`config.mk`:
```
export PLATFORM = sky130hd
export DESIGN_NAME = apb_master_bridge
export DESIGN_NICKNAME = d
export VERILOG_FILES = /design/src/rtl/apb_master_bridge.sv
export SDC_FILE = /design/constraint.sdc
export NUM_CORES = 1
export LEC_CHECK = 0
export ABC_AREA = 1
export ABC_CLOCK_PERIOD_IN_PS = 4680
export CORE_MARGIN = 4
export CORE_UTILIZATION = 45
export DETAILED_ROUTE_END_ITERATION = 6
export HOLD_SLACK_MARGIN = 0.12
export MAX_ROUTING_LAYER = met4
export PLACE_DENSITY = 0.85
export SETUP_SLACK_MARGIN = 0.4
export SLEW_MARGIN = 20
export SYNTH_ARGS = -nofsm -noshare
export SYNTH_HDL_FRONTEND = slang
export SYNTH_SLANG_ARGS = --single-unit
```
`constraint.sdc`:
```
create_clock -name i_clk_apb -period 4.68 [get_ports i_clk_apb]
set_input_delay 0.936 -clock i_clk_apb [delete_from_list [all_inputs] [get_ports i_clk_apb]]
set_output_delay 0.936 -clock i_clk_apb [all_outputs]
set_load 0.02 [all_outputs]
```
`src/rtl/apb_master_bridge.sv`:
```
// Bridges a valid/ready request port onto an APB3 master (SETUP, then ACCESS with wait states),
// with a watchdog that aborts transfers to slaves that never assert pready.
module apb_master_bridge #(
  parameter int ADDR_W  = 32,
  parameter int DATA_W  = 32,
  parameter int TIMEOUT = 16
) (
  input  logic              i_clk_apb,
  input  logic              i_rstn_apb,
  input  logic              i_valid,
  input  logic              i_rd0_wr1,
  input  logic [ADDR_W-1:0] i_addr,
  input  logic [DATA_W-1:0] i_wr_data,
  output logic              o_ready,
  output logic              o_done,
  output logic              o_rd_valid,
  output logic [DATA_W-1:0] o_rd_data,
  output logic              o_err,
  output logic              o_psel,
  output logic              o_penable,
  output logic              o_pwrite,
  output logic [ADDR_W-1:0] o_paddr,
  output logic [DATA_W-1:0] o_pwdata,
  input  logic              i_pready,
  input  logic [DATA_W-1:0] i_prdata,
  input  logic              i_pslverr
);

  localparam int CNT_W = (TIMEOUT > 0) ? $clog2(TIMEOUT + 1) : 1;
  localparam logic [CNT_W-1:0] CNT_MAX = {CNT_W{1'b1}};
  localparam logic [CNT_W-1:0] CNT_TO  = CNT_W'(TIMEOUT);
  localparam logic [CNT_W-1:0] CNT_ONE = CNT_W'(1);

  typedef enum logic [1:0] {
    ST_IDLE   = 2'd0,
    ST_SETUP  = 2'd1,
    ST_ACCESS = 2'd2
  } state_t;

  state_t            state_r, state_nxt_s;
  logic [CNT_W-1:0]  cnt_r, cnt_nxt_s, cnt_inc_s;
  logic              capture_s;
  logic              psel_r, psel_nxt_s;
  logic              penable_r, penable_nxt_s;
  logic              pwrite_r;
  logic [ADDR_W-1:0] paddr_r;
  logic [DATA_W-1:0] pwdata_r;
  logic              done_r, done_nxt_s;
  logic              rd_valid_r, rd_valid_nxt_s;
  logic              err_r, err_nxt_s;
  logic [DATA_W-1:0] rd_data_r, rd_data_nxt_s;
  logic              timeout_hit_s;

  // Saturating wait-state count; the abort fires on the edge where it reaches TIMEOUT.
  assign cnt_inc_s     = (cnt_r == CNT_MAX) ? cnt_r : cnt_r + CNT_ONE;
  assign timeout_hit_s = (TIMEOUT != 0) && (cnt_inc_s == CNT_TO);

  // State register
  always_ff @(posedge i_clk_apb or negedge i_rstn_apb) begin
    if (!i_rstn_apb) begin
      state_r <= ST_IDLE;
    end else begin
      state_r <= state_nxt_s;
    end
  end

  // Next-state and next-output decode
  always_comb begin
    state_nxt_s    = state_r;
    cnt_nxt_s      = cnt_r;
    capture_s      = 1'b0;
    psel_nxt_s     = 1'b0;
    penable_nxt_s  = 1'b0;
    done_nxt_s     = 1'b0;
    rd_valid_nxt_s = 1'b0;
    err_nxt_s      = 1'b0;
    rd_data_nxt_s  = rd_data_r;
    case (state_r)
      ST_IDLE: begin
        if (i_valid) begin
          state_nxt_s = ST_SETUP;
          capture_s   = 1'b1;
          cnt_nxt_s   = {CNT_W{1'b0}};
          psel_nxt_s  = 1'b1;
        end else begin
          state_nxt_s = ST_IDLE;
        end
      end
      ST_SETUP: begin
        state_nxt_s   = ST_ACCESS;
        psel_nxt_s    = 1'b1;
        penable_nxt_s = 1'b1;
      end
      ST_ACCESS: begin
        if (i_pready) begin
          state_nxt_s    = ST_IDLE;
          done_nxt_s     = 1'b1;
          err_nxt_s      = i_pslverr;
          rd_valid_nxt_s = ~pwrite_r;
          if (!pwrite_r) begin
            rd_data_nxt_s = i_pslverr ? {DATA_W{1'b0}} : i_prdata;
          end else begin
            rd_data_nxt_s = rd_data_r;
          end
        end else if (timeout_hit_s) begin
          state_nxt_s    = ST_IDLE;
          cnt_nxt_s      = cnt_inc_s;
          done_nxt_s     = 1'b1;
          err_nxt_s      = 1'b1;
          rd_valid_nxt_s = ~pwrite_r;
          if (!pwrite_r) begin
            rd_data_nxt_s = {DATA_W{1'b0}};
          end else begin
            rd_data_nxt_s = rd_data_r;
          end
        end else begin
          cnt_nxt_s     = cnt_inc_s;
          psel_nxt_s    = 1'b1;
          penable_nxt_s = 1'b1;
        end
      end
      default: begin
        state_nxt_s = ST_IDLE;
      end
    endcase
  end

  // Registered APB and requester outputs plus the wait counter
  always_ff @(posedge i_clk_apb or negedge i_rstn_apb) begin
    if (!i_rstn_apb) begin
      cnt_r      <= {CNT_W{1'b0}};
      psel_r     <= 1'b0;
      penable_r  <= 1'b0;
      pwrite_r   <= 1'b0;
      paddr_r    <= {ADDR_W{1'b0}};
      pwdata_r   <= {DATA_W{1'b0}};
      done_r     <= 1'b0;
      rd_valid_r <= 1'b0;
      err_r      <= 1'b0;
      rd_data_r  <= {DATA_W{1'b0}};
    end else begin
      cnt_r      <= cnt_nxt_s;
      psel_r     <= psel_nxt_s;
      penable_r  <= penable_nxt_s;
      done_r     <= done_nxt_s;
      rd_valid_r <= rd_valid_nxt_s;
      err_r      <= err_nxt_s;
      rd_data_r  <= rd_data_nxt_s;
      if (capture_s) begin
        pwrite_r <= i_rd0_wr1;
        paddr_r  <= i_addr;
        pwdata_r <= i_wr_data;
      end else begin
        pwrite_r <= pwrite_r;
        paddr_r  <= paddr_r;
        pwdata_r <= pwdata_r;
      end
    end
  end

  assign o_ready    = (state_r == ST_IDLE);
  assign o_done     = done_r;
  assign o_rd_valid = rd_valid_r;
  assign o_rd_data  = rd_data_r;
  assign o_err      = err_r;
  assign o_psel     = psel_r;
  assign o_penable  = penable_r;
  assign o_pwrite   = pwrite_r;
  assign o_paddr    = paddr_r;
  assign o_pwdata   = pwdata_r;

endmodule

```
==> results of run 1 <==
-- per-layer routing --
metal	global-route usage (%)	part of all wire, %	up-vias
met3	6.166	10	14
li1	-	-	1776
met2	35.79	51	188
met1	25.09	38	1867
met5	-	0	-
met4	5.877	1.2	0
-- flip-flops by register name (all words and copies together), names as in the netlist, 2 cells and up --
signal / count
o_pwdata: 32
cnt_r: 5
o_paddr: 32
o_rd_data: 32
state_r: 2
-- power groups by stage --
stage	Clock (W)	Sequential, W	Combinational, W
3_5_place_dp	0	0.00165	0.00244
2_1_floorplan	0	0.00217	0.000704
4_1_cts	0.000595	0.00164	0.00245
3_3_place_gp	0	0.00163	0.00238
6_report	0.000583	0.00163	0.00242
5_1_grt	0.000629	0.00169	0.00258
-- critical path, stage by stage (launching register included) --
cell and delay, ps:
dfrtp_1 420, inv_1 110, ha_1 250, clkdlybuf4s50_1 630
-- cell type report --
class                   count  area, um^2  area share (%)
repair buffers            208        2069           29.79
clock inverters             5       60.06          0.8646
multi-input cells         244        1598           23.00
inverters                  49       183.9           2.648
well taps                 133       166.4           2.396
clock buffers              11       141.4           2.035
flip-flops and latches    109        2728           39.27
-- cells by family after synthesis --
group | after synthesis
adder cells (fa/ha/maj) | 5
buffers and inverters | 72
flip-flops | 109
multiplexers | 64
AO/OA/AOI/OAI | 11
AND/OR/NAND/NOR | 164
-- through the flow --
stage               hold WS, ps  worst slack, ps  std cells  utilization, %  total power [W]
floorplan                 540.4             2701        425               -         0.002873
global route              496.1             1730        759           70.10         0.004894
global placement          455.5             1858        743           68.07         0.004008
finish                    482.5             1977        759           70.10         0.004639
CTS                       483.5             1958        759           70.10         0.004680
detailed placement        460.6             1781        743           68.07         0.004092
-- cell usage in the layout, fill, tap and decap left out, drive strengths merged --
cell type	instances
clkdlybuf4s50	203
dfrtp	109
nand2	80
mux2	64
inv	48
nor2	39
nand4	33
clkbuf	11
nand3	9
ha	5
buf	5
clkinv	4
o21ai	3
o22ai	3
a21oi	2
a21boi	1
nor3	1
or2	1
a22oi	1
and2	1
a31oi	1
bufinv	1
clkinvlp	1
-- final timing paths --
check / from / end / slack [ps] / cells past startpoint
max in group asynchronous: i_rstn_apb / cnt_r[1] / 2960 / 2
worst max-delay path: state_r[0] / o_ready / 1980 / 3
worst min-delay path: o_rd_data[12] / o_rd_data[12] / 480 / 2
min in group asynchronous: i_rstn_apb / o_rd_data[14] / 720 / 1
worst min register to register: o_rd_data[12] / o_rd_data[12] / 480 / 2
worst max register to register: cnt_r[0] / o_rd_data[18] / 2030 / 9
-- cells in the mapped netlist (5+ instances only) --
master / number
dfrtp_1: 109
nand2_1: 79
mux2_2: 64
inv_1: 48
nor2_1: 38
nand4_1: 33
clkbuf_1: 10
buf_2: 9
nand3_1: 8
ha_1: 5
==> summary.txt, run 1 <==
status: finished, final reports clean
Compound-Gate Fraction of Synth Area: 1.702%
Layout area overhead: 50.01%
Synth Instances: 425
RSZ-0062 raised after global routing: false
Final setup viols: 0
Max H-tree Level: 3
clk_lat worst skew: 360 ps
synthesized area per cell: 10.90 um^2
clock share of power: 12.6%
initial antenna violation count: 0
row count: 36
Seq pwr share: 35.2%
Final period util: 57.76%
top_reg_cell synth: dfrtp_1
CTS max path bufs: 2
via count: 3845
Synth Area in XOR/XNOR: 0%
post-synthesis sequential area ratio: 58.90%
f_max: 369.9 MHz
core area: 9910 um^2
Worst Max-Slew Pin Slew: 1001 ps
Layout fillers: 714
Slew HR: 33.27%
clk slew on worst S/H paths: 110 ps
# IOs: 205
die height: 109.4 um
grt total ovfl: 0
final hold vios: 0
placed inst area: 6745 um^2
Synth Area in Adders: 1.351%
ANT nets after route: 0
clk sink count: 109
final net count: 728
asr flop ratio synth: 100.0%
Antenna diodes: 0
vias per cell: 5.066
drt drc: 0
largest net degree at the start of global routing: 82
wire per inst: 16.55 um
CTS tree: done
Iter 0 DRT Violations: 150
vias in the first global route: 4048
clk root buf: clkbuf_8
main combinational cell family by area after synthesis: simple AND/OR/NAND/NOR gates
HPWL Detailed: 9.290 mm
Simple-Gate Fraction of Synth Area: 15.83%
cell taking the most area after synthesis: dfrtp_1
Crit. End Element: primary output
Leak: 3.199 nW
Max FO, Critical Path: 4
post-route cell area: 6947 um^2
min Tclk post-route: 2703 ps
Max Cap Viol: 0
Final Skew: 16.80 ps
TNS Setup: 0 ps
CP startpoint kind: flop
# hold bufs at CTS: 0
Synth Net Count: 532
arrival time at the worst endpoint: 1770 ps
register bit total from synthesis: 109
worst min-delay path class: reg2reg
drt pass-1 iters: 5
VDD IR max: 0.4182 mV
yosys warns: 0
mux contribution to synthesized area: 15.56%
max-slew violations: 0
Starting Density: 46.73%
post_cts resized: 0
Cell Pwr Density: 667.8 nW/um^2
IO buf count: 204
Cell Area, Synth: 4631 um^2
Sw Pwr: 0.001788 W
CTS Buf Count: 9
GRT Util Overall: 21.29%
Internal: 0.002851 W
Worst Path Required: 3740 ps
main area contributors after synthesis: dfrtp_1, mux2_2, nand2_1
Sw Ratio: 38.55%
drt total wl: 12.56 mm
post-CTS setup buffer count: 0
first-pass GRT wire length: 19.52 mm
worst setup path category: reg2out
Logic pwr share: 52.2%
top-area cell type share of the netlist area: 58.90%
Die X: 109.4 um
Placer Congestion: 0.7896
DIE AREA: 11980 um^2
Netlist cell types: 25
layout cells sized above 1: 14.38%
EDFF count, synth: 0
No activity file was read; power rests on OpenSTA's default activity.
==> run 2, diff against run 1 <==
--- a/config.mk
+++ b/config.mk
@@ -6,13 +6,13 @@
 export NUM_CORES = 1
 export LEC_CHECK = 0
 export ABC_AREA = 1
-export ABC_CLOCK_PERIOD_IN_PS = 4680
+export ABC_CLOCK_PERIOD_IN_PS = 2700
 export CORE_MARGIN = 4
-export CORE_UTILIZATION = 45
+export CORE_UTILIZATION = 42
 export DETAILED_ROUTE_END_ITERATION = 6
 export HOLD_SLACK_MARGIN = 0.12
 export MAX_ROUTING_LAYER = met4
-export PLACE_DENSITY = 0.85
+export PLACE_DENSITY = 0.8
 export SETUP_SLACK_MARGIN = 0.4
 export SLEW_MARGIN = 20
 export SYNTH_ARGS = -nofsm -noshare
==> constraint.sdc (replaced) <==
create_clock -name i_clk_apb -period 2.7 [get_ports i_clk_apb]
set_input_delay 0.54 -clock i_clk_apb [delete_from_list [all_inputs] [get_ports i_clk_apb]]
set_output_delay 0.54 -clock i_clk_apb [all_outputs]
set_load 0.02 [all_outputs]
==> run 2 against run 1 <==
Net effect:
- combinational power is 74% higher
- final area up 1.4%
- first-iteration DRC count is 46% higher
- non-clock buffer count grew 3
- die area rose by 6.6%
- utilization is 4.8 points lower
- critical path depth up 6
- count of clock-buffer cells in the layout down 1
- clock skew fell by 6.2 ps
- via count decreased by 1.3%
- worst setup slack worse by 1400 ps
- clock power grew 87%
- critical path type is now reg2reg
==> summary.txt, run 2 (synthesis gave the netlist of run 1 again) <==
Leak: 3.238 nW
most frequent cells in the layout: clkdlybuf4s50_1, dfrtp_1, nand2_1, mux2_2, inv_1
layout cells sized above 1: 14.92%
Final period util: 80.39%
Die X: 113 um
clk slew on worst S/H paths: 100 ps
clk root buf: clkbuf_8
CTS tree: done
Final setup viols: 0
Placer Congestion: 0.7761
status: finished, final reports clean
HPWL Detailed: 8.979 mm
pre-CTS setup slack: 394.5 ps
Max FO, Critical Path: 22
VDD IR max: 0.6694 mV
via count: 3795
initial antenna violation count: 0
IO buf count: 204
Util after Layout: 65.27%
die height: 113 um
Max H-tree Level: 3
CP startpoint kind: flop
row count: 38
Crit. End Element: flop
vias in the first global route: 4095
worst setup path category: reg2reg
min Tclk post-route: 2171 ps
worst min-delay path class: reg2reg
final net count: 732
PnR worst setup slack: 529.5 ps
drt drc: 0
grt total ovfl: 0
Max Cap Viol: 0
Layout area overhead: 52.12%
Slew HR: 36.04%
drt total wl: 12.29 mm
Iter 0 DRT Violations: 219
# IOs: 205
largest net degree at the start of global routing: 65
crit path from: cnt_r[0]
vias per cell: 4.929
RSZ-0062 raised after global routing: true
leading cell type in the layout, fill and taps excluded: clkdlybuf4s50_1
TNS Setup: 0 ps
DIE AREA: 12770 um^2
Reg2Reg Depth: 9
final hold vios: 0
f_max: 460.7 MHz
ANT nets after route: 0
hold path startpoint: o_rd_data[15]
core area: 10790 um^2
Final Skew: 10.61 ps
clk sink count: 109
CTS max path bufs: 2
Cell Pwr Density: 1156 nW/um^2
wire per inst: 15.96 um
first-pass GRT wire length: 19.71 mm
drt pass-1 iters: 4
Worst Path Required: 2990 ps
arrival time at the worst endpoint: 2460 ps
CTS Buf Count: 9
Worst Max-Slew Pin Slew: 958.3 ps
Layout fillers: 843
max-slew violations: 0
reg-to-reg startpoint: cnt_r[0]
Starting Density: 42.91%
GRT Util Overall: 19.69%
clk_lat worst skew: 360 ps
Antenna diodes: 0
hold_ws: 480.8 ps
hold depth: 2
[run 2: cell count changes in the layout (fill, tap and decap cells not counted)]
cell	delta
dlygate4sd2_1	+1
bufinv_16	+1
buf_12	+2
dlygate4sd3_1	+1
clkinv_4	-1
clkinv_2	+1
nand3_4	+1
clkbuf_1	-1
clkdlybuf4s50_1	-1
[run 2: worst max-delay path: stages, from the launching register on]
cell and delay (ps):
dfrtp_1 420, ha_1 260, nand4_1 200, nand2_1 110, nor2_1 130, nand3_1 140, nand2_2 300, buf_4 320
nand4_1 120, nand2_1 110
[run 2: path summary, 6_finish.rpt]
| path | endpoint | slack (ps) |
|---|---|---|
| worst max-delay path | o_rd_data[27] | 530 |
| worst min-delay path | o_rd_data[15] | 480 |
| worst min register to register | o_rd_data[15] | 480 |
| max in group asynchronous | o_pwdata[7] | 1430 |
| worst max register to register | o_rd_data[27] | 530 |
| min in group asynchronous | o_rd_data[8] | 570 |
[run 2: layer usage]
metal,wire [um],global-route usage (%),vias up
li1,-,-,1783
met1,4903,23.41,1815
met2,5969,31.24,180
met3,1248,7.701,17
met4,167,5.689,0
met5,0,-,-
[run 2: cell type report]
class | count | area [um^2] | share of cell area (%)
Sequential cell | 109 | 2728 | 38.72
Timing Repair Buffer | 211 | 2118 | 30.07
Multi-Input combinational cell | 245 | 1615 | 22.93
Inverter | 49 | 183.9 | 2.611
Tap cell | 140 | 175.2 | 2.487
Clock buffer | 10 | 137.6 | 1.954
Clock inverter | 6 | 86.33 | 1.226
[run 2: repair_timing]
| item | in CTS | in global routing |
|---|---|---|
| setup buffers | 0 | 0 |
| gates cloned | 0 | 1 |
| resized for setup | 1 | 1 |
| endpoints found under the setup margin | 1 | 32 |
| hold buffers | 1 | 0 |
| endpoints found under the hold margin | 15 | 0 |
[run 2: through the flow]
stage,std cells,cell area [um^2],power [W]
final,770,7044,0.008142
after global routing,770,7044,0.008605
after CTS,769,7027,0.008214
after detailed placement,752,6794,0.007101
after global placement,752,6794,0.006981
after floorplan,425,4631,0.004980
[run 2: power breakdown]
group | switching (W) | internal [W]
sequential | 0.000424 | 0.00241
combinational | 0.00213 | 0.00209
clock | 0.000545 | 0.000547
